**src/rtl/cpu_trace_parser.sv**
```systemverilog
// Streaming parser/checker for CPU write-trace lines, one ASCII character per clock.
// Define CPU_TRACE_SEMANTIC_EN to add PC range/alignment, grf and address checks on accepted lines.
module cpu_trace_parser #(
  parameter int unsigned                 TIME_DIGITS = 4,
  parameter int unsigned                 GRF_DIGITS  = 4,
  parameter int unsigned                 HEX_DIGITS  = 8,
  parameter logic [4*HEX_DIGITS-1:0]     PC_MIN      = 'h0000_3000,
  parameter logic [4*HEX_DIGITS-1:0]     PC_MAX      = 'h0000_4ffc
) (
  input  logic                     clk,
  input  logic                     reset,
  input  logic [7:0]               char,
  output logic [1:0]               format_type,
  output logic                     line_valid,
  output logic [3:0]               error_code,
  output logic [4*TIME_DIGITS-1:0] time_val,
  output logic [4*HEX_DIGITS-1:0]  pc_val,
  output logic [4*HEX_DIGITS-1:0]  dest_val,
  output logic [4*HEX_DIGITS-1:0]  data_val
);

  localparam int unsigned TW   = 4 * TIME_DIGITS;
  localparam int unsigned HW   = 4 * HEX_DIGITS;
  localparam int unsigned MAXD = (TIME_DIGITS > GRF_DIGITS) ?
                                 ((TIME_DIGITS > HEX_DIGITS) ? TIME_DIGITS : HEX_DIGITS) :
                                 ((GRF_DIGITS > HEX_DIGITS) ? GRF_DIGITS : HEX_DIGITS);
  localparam int unsigned CW   = $clog2(MAXD + 1) + 1;

  localparam logic [CW-1:0] CNT_TIME   = CW'(TIME_DIGITS);
  localparam logic [CW-1:0] CNT_GRF    = CW'(GRF_DIGITS);
  localparam logic [CW-1:0] CNT_HEX    = CW'(HEX_DIGITS);
  localparam logic [CW-1:0] CNT_HEX_M1 = CW'(HEX_DIGITS - 1);

  typedef enum logic [3:0] {
    S_IDLE, S_TIME, S_PC, S_SP1, S_GRF, S_ADDR, S_SP2, S_EQ, S_SP3, S_HASH, S_DONE
  } state_t;

  typedef enum logic [3:0] {
    E_NONE = 4'd0, E_TIME = 4'd1, E_PC = 4'd2, E_COLON = 4'd3, E_DEST = 4'd4,
    E_ARROW = 4'd5, E_DATA = 4'd6, E_HASH = 4'd7,
    E_PC_SEM = 4'd8, E_GRF_SEM = 4'd9, E_ADDR_SEM = 4'd10
  } err_t;

  state_t          state, state_nx;
  err_t            err_nx;
  logic [CW-1:0]   cnt, cnt_nx;
  logic [TW-1:0]   time_acc, time_nx;
  logic [HW-1:0]   pc_acc, pc_nx, dest_acc, dest_nx, data_acc, data_nx;
  logic            is_mem, mem_nx, accept;
  logic            is_dec, is_hex, is_sync;
  logic [3:0]      nib;

  always_comb begin
    is_dec  = (char >= "0") && (char <= "9");
    is_hex  = is_dec || ((char >= "a") && (char <= "f"));
    nib     = is_dec ? char[3:0] : 4'(char - 8'h57);
    is_sync = (char == "^");
  end

  // NOTE: every signal gets a default before the case so no path leaves it unassigned (no latches).
  always_comb begin
    state_nx = state;
    cnt_nx   = cnt;
    time_nx  = time_acc;
    pc_nx    = pc_acc;
    dest_nx  = dest_acc;
    data_nx  = data_acc;
    mem_nx   = is_mem;
    err_nx   = E_NONE;
    accept   = 1'b0;
    if (is_sync) begin
      state_nx = S_TIME;
      cnt_nx   = '0;
      time_nx  = '0;
      pc_nx    = '0;
      dest_nx  = '0;
      data_nx  = '0;
    end else begin
      case (state)
        S_TIME:
          if (is_dec && cnt < CNT_TIME) begin
            time_nx = time_acc * TW'(10) + TW'(nib);
            cnt_nx  = cnt + CW'(1);
          end else if (char == "@" && cnt != '0) begin
            state_nx = S_PC;
            cnt_nx   = '0;
          end else err_nx = E_TIME;
        S_PC:
          if (is_hex && cnt < CNT_HEX) begin
            pc_nx  = {pc_acc[HW-5:0], nib};
            cnt_nx = cnt + CW'(1);
          end else if (char == ":" && cnt == CNT_HEX) state_nx = S_SP1;
          else if (is_hex || cnt != CNT_HEX)           err_nx = E_PC;
          else                                         err_nx = E_COLON;
        S_SP1:
          if (char == "$")      begin state_nx = S_GRF;  mem_nx = 1'b0; cnt_nx = '0; end
          else if (char == "*") begin state_nx = S_ADDR; mem_nx = 1'b1; cnt_nx = '0; end
          else if (char != " ") err_nx = E_DEST;
        S_GRF:
          if (is_dec && cnt < CNT_GRF) begin
            dest_nx = dest_acc * HW'(10) + HW'(nib);
            cnt_nx  = cnt + CW'(1);
          end else if ((char == " " || char == "<") && cnt != '0)
            state_nx = (char == " ") ? S_SP2 : S_EQ;
          else err_nx = E_DEST;
        S_ADDR:
          if (is_hex && cnt < CNT_HEX) begin
            dest_nx = {dest_acc[HW-5:0], nib};
            cnt_nx  = cnt + CW'(1);
          end else if ((char == " " || char == "<") && cnt == CNT_HEX)
            state_nx = (char == " ") ? S_SP2 : S_EQ;
          else err_nx = E_DEST;
        S_SP2:
          if (char == "<")      state_nx = S_EQ;
          else if (char != " ") err_nx = E_ARROW;
        S_EQ:
          if (char == "=") begin state_nx = S_SP3; cnt_nx = '0; end
          else err_nx = E_ARROW;
        S_SP3:
          if (is_hex) begin
            data_nx = {data_acc[HW-5:0], nib};
            cnt_nx  = cnt + CW'(1);
            if (cnt == CNT_HEX_M1) state_nx = S_HASH;
          end else if (!(char == " " && cnt == '0)) err_nx = E_DATA;
        S_HASH:
          if (char == "#") begin state_nx = S_DONE; accept = 1'b1; end
          else if (is_hex) err_nx = E_DATA;
          else             err_nx = E_HASH;
        default: state_nx = S_IDLE;  // IDLE and DONE ignore everything but '^'
      endcase
    end
`ifdef CPU_TRACE_SEMANTIC_EN
    if (accept) begin
      if (pc_acc < PC_MIN || pc_acc > PC_MAX || pc_acc[1:0] != 2'b00) err_nx = E_PC_SEM;
      else if (!is_mem && dest_acc >= HW'(32))                         err_nx = E_GRF_SEM;
      else if (is_mem && dest_acc[1:0] != 2'b00)                       err_nx = E_ADDR_SEM;
      accept = (err_nx == E_NONE);
    end
`endif
    if (err_nx != E_NONE) state_nx = S_IDLE;
  end

  // NOTE: sequential state uses non-blocking assignments so all registers update from pre-edge values.
  always_ff @(posedge clk) begin
    if (reset) begin
      state       <= S_IDLE;
      cnt         <= '0;
      time_acc    <= '0;
      pc_acc      <= '0;
      dest_acc    <= '0;
      data_acc    <= '0;
      is_mem      <= 1'b0;
      format_type <= 2'b00;
      line_valid  <= 1'b0;
      error_code  <= 4'd0;
      time_val    <= '0;
      pc_val      <= '0;
      dest_val    <= '0;
      data_val    <= '0;
    end else begin
      state       <= state_nx;
      cnt         <= cnt_nx;
      time_acc    <= time_nx;
      pc_acc      <= pc_nx;
      dest_acc    <= dest_nx;
      data_acc    <= data_nx;
      is_mem      <= mem_nx;
      line_valid  <= accept;
      format_type <= !accept ? 2'b00 : (is_mem ? 2'b10 : 2'b01);
      if (accept) begin
        time_val <= time_acc;
        pc_val   <= pc_acc;
        dest_val <= dest_acc;
        data_val <= data_acc;
      end
      // Only the first failure of a line is kept; '^' starts a fresh line.
      if (is_sync)                                     error_code <= 4'd0;
      else if (err_nx != E_NONE && error_code == 4'd0) error_code <= err_nx;
    end
  end

endmodule

```
**config.mk**
```make
export PLATFORM = sky130hd
export DESIGN_NAME = cpu_trace_parser
export DESIGN_NICKNAME = d
export VERILOG_FILES = /design/src/rtl/cpu_trace_parser.sv
export SDC_FILE = /design/constraint.sdc
export NUM_CORES = 1
export LEC_CHECK = 0
export ABC_AREA = 1
export CAP_MARGIN = 15
export CORE_MARGIN = 5
export CORE_UTILIZATION = 53
export CTS_CLUSTER_SIZE = 16
export DETAILED_ROUTE_END_ITERATION = 6
export GPL_TIMING_DRIVEN = 0
export PLACE_DENSITY_LB_ADDON = 0.08
export RECOVER_POWER = 25
export SETUP_SLACK_MARGIN = 0.2
export SYNTH_ARGS = -nofsm -noshare
export SYNTH_HDL_FRONTEND = slang
export SYNTH_SLANG_ARGS = --single-unit
```
**constraint.sdc**
```tcl
create_clock -name clk -period 3.7 [get_ports clk]
set_clock_uncertainty 0.15 [all_clocks]
set_input_delay 0.925 -clock clk [delete_from_list [all_inputs] [get_ports clk]]
set_output_delay 0.925 -clock clk [all_outputs]
set_load 0.02 [all_outputs]
```
## After elaboration in Yosys (flattened, before gate mapping)

Cells that the tools add are included.

- Reduce and logical (&&, ||, !) cells: 33
- Eq/ne operators: 54
- $add $sub $neg: 4
- Multipliers: 2
- Bitwise gates (word level): 2
- Order comparisons: 6
- Mux-type cells: 58

Operators with widths:

| cell | number |
|---|---|
| two-way mux 32 bit | 2 |
| two-way mux 4 bit | 16 |
| case mux 32 bit (2 select lines) | 1 |
| == test 8 x 6 -> 1 bit (second input constant) | 7 |
| inequality test 3 bit (second input constant) | 15 |
| two-way mux 3 bit | 14 |
| two-way mux 5 bit | 8 |
| case mux 4 bit (9 select lines) | 1 |
| adder 32 x 4 -> 32 bit | 1 |
| multiplier 32 x 3 -> 31 bit (second input constant) | 1 |
| inequality test 2 bit (second input constant) | 15 |
| case mux 5 bit (6 select lines) | 1 |
| AND reduction 14 bit | 2 |
| case mux 3 bit (9 select lines) | 1 |
| adder 16 x 4 -> 16 bit | 1 |
| == test 4 x 3 -> 1 bit (second input constant) | 4 |
| == test 8 x 7 -> 1 bit (second input constant) | 2 |
| multiplier 16 x 3 -> 15 bit (second input constant) | 1 |
| two-way mux 1 bit | 11 |
| logical AND 1 bit | 10 |
| == test 4 x 2 -> 1 bit (second input constant) | 2 |
| == test 4 bit (second input constant) | 2 |
| greater-or-equal comparator 8 x 6 -> 1 bit (second input constant) | 1 |
| greater-or-equal comparator 8 x 7 -> 1 bit (second input constant) | 1 |
| other kinds (27) | 39 |

- Flip-flop bits (word level): 241
- Bits of input ports: 10
- Output and inout port bits: 119

## Depth between registers and ports, before layout

- Word-level depth: 11
- Mapped depth: 25

## Least setup slack after synthesis

Ideal clock, no wire load.

- Kind: input port to flip-flop
- Start: in char[1]
- End: reg dest_acc[23]
- Cell stages on the path: 23
- Setup slack: -0.185 ns
- Library setup time: 0.134 ns
- Data arrival time: 3.601 ns
- Path buffers: 0
- Data required time: 3.416 ns
- Cell sequence: inv_1 ha_1 inv_1 o21ai_0 nand2_2 o21ai_0 ha_1 fa_1 nand2_1 nand2_1 nand3_1 nor2_2 nand3_2 nor2_4 nand2_2 nor2_2 nand3_2 nor2_4 nand2_1 o21ai_1 nand3_1 nand2_1 a21oi_1

- Word-level cells in the longest chain between the ends: 6
- Elaborated cells between the ends (all ways): 19
- Those cells by class: 2 x add/sub; 4 x order compare; 3 x eq/ne; 3 x mux; 7 x reduce/logical

RTL lines:

| element | line | RTL |
|---|---|---|
| start, declared | 12 | `input logic [7:0] char,` |
| greater-or-equal comparator 8 x 6 -> 1 bit / less-or-equal comparator 8 x 6 -> 1 bit (equally long branches) | 54 | `is_dec = (char >= "0") && (char <= "9");` |
| logical AND 1 bit | 54 |  |
| two-way mux 4 bit * | 56 | `nib = is_dec ? char[3:0] : 4'(char - 8'h57);` |
| net nib[1] | 51 | `logic [3:0] nib;` |
| adder 32 x 4 -> 32 bit * | 101 | `dest_nx = dest_acc * HW'(10) + HW'(nib);` |
| two-way mux 32 bit * | 100 | `if (is_dec && cnt < CNT_GRF) begin` |
| case mux 32 bit (2 select lines) * | 79 | `case (state)` |
| end signal, assigned | 165 | `dest_acc <= dest_nx;` |
| end, declared | 48 | `logic [HW-1:0] pc_acc, pc_nx, dest_acc, dest_nx, data_acc, data_nx;` |

Mark *: on every way through the listed nets, which the timed path passes. The rest lies on a longest branch. The select of a mux whose other input is x is not followed.
A chain may end at the register's enable or synchronous reset.

## Final worst setup path

Same ends and word-level chain as after synthesis.

==> flow_metrics.tcl <==
set metrics [dict create \
    drt-met1-wl_um 19800 \
    overflow 0 \
    synth_nets 2093 \
    p_sw_w 0.00137 \
    synth_ff_type "dfxtp_1" \
    ys_seq_area_share_pct 34.9 \
    timing.final.crit_share_pct 97.0 \
    seqPwrFrac_pct 46.5 \
    initial_core_util_pct 53.3 \
    io_buffers 126 \
    wl_met3_um 2830 \
    cp_max_fo 6 \
    post-dp-hpwl_um 30700 \
    finalSetupViolCount 0 \
    routedWlPerCell_um 16.2 \
    drc 0 \
    die_area_um2 29300 \
    htreeDepth 1 \
    peakVddDrop_mv 0.441 \
    wl_met2_um 17700 \
    numCtsBuffers 24 \
    vias 13700 \
    final-max-slew-violation-count 0 \
    yosysTopAreaCell "dfxtp_1" \
    final_nets 2300 \
    grt_pass1_vias 12700 \
    cts_sinks 240 \
    layout-drive-gt1-share_pct 13.8 \
    p_int_w 0.00431 \
    path_class "in -> reg" \
    hold-worst-slack_ns 0.301 \
    synth.distinct_cells 52 \
    synth_commonest_cells "nand2_1 (361), dfxtp_1 (240), nor2_1 (235)" \
    coreArea_um2 25800 \
    path_clk_slew_ns 0.06 \
    clk_latency_ns 0.51 \
    worstMarginPinSlew_ns 0.920 \
    min_path_type "reg -> reg" \
    syn2layout_area_growth_pct 24.3 \
    min_period_ns 3.59 \
    place_congestion 0.966 \
    synth_most_common_cell "nand2_1" \
    clockBufferDepth 3 \
    drv_cap 0 \
    rsz0062_at_grt "yes" \
    yosys-top-cells-area "dfxtp_1 (35%), nand2_1 (9.8%), ha_1 (8.3%)" \
    max_slew_margin_pct 38.6 \
    cp.arrival_ns 3.81 \
    final_area_um2 17100 \
    status "finished, final reports clean" \
    finalHoldViolations 0 \
    top_layer "met4" \
    worstSetupEndpointType "register" \
    nFillCells 2347 \
    grt_max_degree 15 \
    drtPass1Iterations 7 \
    antenna_found_initial 0 \
    async_reset_ff_share_pct 0 \
    r2r_setup_slack_ns 0.23 \
    netSwitchingFraction_pct 24.1 \
    p_per_area_nw_per_um2 332 \
    ant_nets 0 \
    syn_area_um2 13800 \
    drt_iter0_drc 1130 \
    postPlaceCellArea_um2 15500 \
    grt_use_total_pct 27.3 \
    cts_tree "built" \
    dieWidth_um 171 \
    diodes 0 \
    synth_seq_cells 240 \
    drt_wl_total_um 41400 \
    p_clk_share_pct 44.7 \
    synth-edff-count 0 \
    fmax_mhz 279 \
    crit_required_ns 3.92 \
    synth_warnings 0 \
    startpoint_type "primary input" \
    cts_root_buf "clkbuf_16" \
    die-height_um 171 \
    synth.avg_cell_area_um2 6.92 \
    routed_via_density 5.38 \
    p_leak_nw 7.81 \
    grt_pass1_wl_um 65400 \
    postCtsHoldBufs 0 \
    syn_inst 1988 \
    rows 59 \
    synth_top_area_share_pct 34.9 \
    power.share.combinational_pct 8.8 \
    pin_count 129 \
]
[placed cells by master, fill, tap and decap left out, types with 6 or more instances in the layout]
| cell | n |
|---|---|
| nand3_2 | 17 |
| nand3_1 | 76 |
| nand2_4 | 12 |
| ha_4 | 6 |
| clkdlybuf4s50_1 | 119 |
| clkbuf_8 | 7 |
| xnor2_1 | 9 |
| nand4_1 | 16 |
| ha_1 | 85 |
| buf_4 | 52 |
| buf_2 | 17 |
| buf_1 | 6 |
| a31oi_1 | 8 |
| nor2_2 | 16 |
| xor2_1 | 17 |
| a211oi_1 | 7 |
| clkbuf_16 | 25 |
| a21oi_2 | 12 |
| o21ai_1 | 6 |
| dfxtp_1 | 238 |
| nor2_1 | 226 |
| nand2_2 | 44 |
| inv_1 | 224 |
| nor3_1 | 18 |
| o21ai_0 | 218 |
| nand2_1 | 349 |
| nor2_4 | 18 |
| clkbuf_1 | 56 |
| inv_2 | 30 |
| a21oi_1 | 192 |
[layer usage]
layer	vias up	global-route usage, %
met4	0	6.48
li1	6882	-
met2	480	41.7
met1	6268	40.6
met3	78	4.16
met5	-	0
[flip-flops by register name (all words and copies together) (netlist names)]
signal	flops
data_acc	32
data_val	32
dest_acc	32
dest_val	32
pc_acc	32
pc_val	32
time_acc	16
time_val	16
cnt	5
state	4
error_code	3
format_type	2
is_mem	1
line_valid	1
[through the flow]
stage | setup TNS, ns | total power (W) | instances | utilization [%] | setup slack (ns)
final | 0 | 0.00569 | 2546 | 66.2 | 0.110
after global routing | -0.199 | 0.00588 | 2546 | 66.2 | -0.0724
after CTS | 0 | 0.00568 | 2532 | 65.1 | 0.182
after detailed placement | -78.22 | 0.00314 | 2449 | 60.2 | -1.76
after global placement | -79.97 | 0.00313 | 2449 | 60.2 | -1.70
after floorplan | -0.0443 | 0.00300 | 1988 | - | -0.0443
[power by group through the flow]
stage	Clock (W)	Sequential, W	Combinational (W)
finish	0.00254	0.00264	0.000502
global route	0.00267	0.00265	0.000557
CTS	0.00256	0.00264	0.000479
detailed placement	0	0.00270	0.000435
global placement	0	0.00270	0.000427
floorplan	0	0.00270	0.000302
[cell type report]
| type | count | area, um^2 | area share, % |
|---|---|---|---|
| Buffer | 77 | 329 | 1.92 |
| Clock buffer | 37 | 741 | 4.33 |
| Clock inverter | 5 | 83.8 | 0.490 |
| Inverter | 261 | 1000 | 5.87 |
| Multi-Input combinational cell | 1410 | 8010 | 46.8 |
| Sequential cell | 240 | 4810 | 28.1 |
| Tap cell | 335 | 419 | 2.45 |
| Timing Repair Buffer | 181 | 1710 | 10.0 |
[worst max-delay path: stages]
cell,delay (ns)
buf_12,0.11
inv_12,0.05
ha_4,0.12
inv_2,0.04
o21ai_2,0.15
nand2_4,0.13
nand2_4,0.11
xor2_4,0.17
inv_2,0.09
ha_4,0.30
nand2_4,0.06
nand2_4,0.07
nand3_4,0.08
nor2_4,0.15
nand3_2,0.11
nor2_4,0.18
nand2_2,0.09
nor2_4,0.16
nand3_4,0.11
nor2_4,0.19
nand2_2,0.07
o21ai_1,0.12
nand3_1,0.08
nand2_1,0.09
a21oi_2,0.05
[final timing paths]
check,endpoint,cells past startpoint,from
setup / recovery,dest_acc[23]$_SDFFE_PP0P_,25,char[1]
hold / removal,pc_acc[28]$_SDFFE_PP0P_,2,pc_acc[28]$_SDFFE_PP0P_
setup reg to reg,dest_acc[20]$_SDFFE_PP0P_,18,dest_acc[1]$_SDFFE_PP0P_
hold reg to reg,pc_acc[28]$_SDFFE_PP0P_,2,pc_acc[28]$_SDFFE_PP0P_
[timing repair]
| item | CTS | global route |
|---|---|---|
| hold endpoints to repair | 0 | 0 |
| resized for setup | 56 | 49 |
| cloned | 0 | 0 |
| buffers inserted | 41 | 14 |
| setup endpoints to repair | 78 | 60 |
| pin swaps | 25 | 40 |
[cell families after synthesis]
logic type      after synthesis  synth area share [%]
other cells                   1                0.0273
compound gates              467                  17.8
fa+ha+maj                    95                  8.86
buf+inv                     338                  9.47
xor+xnor                     29                  1.85
flops                       240                  34.9
simple gates                818                  27.0
Note: power is estimated with default switching activity, not from simulation.
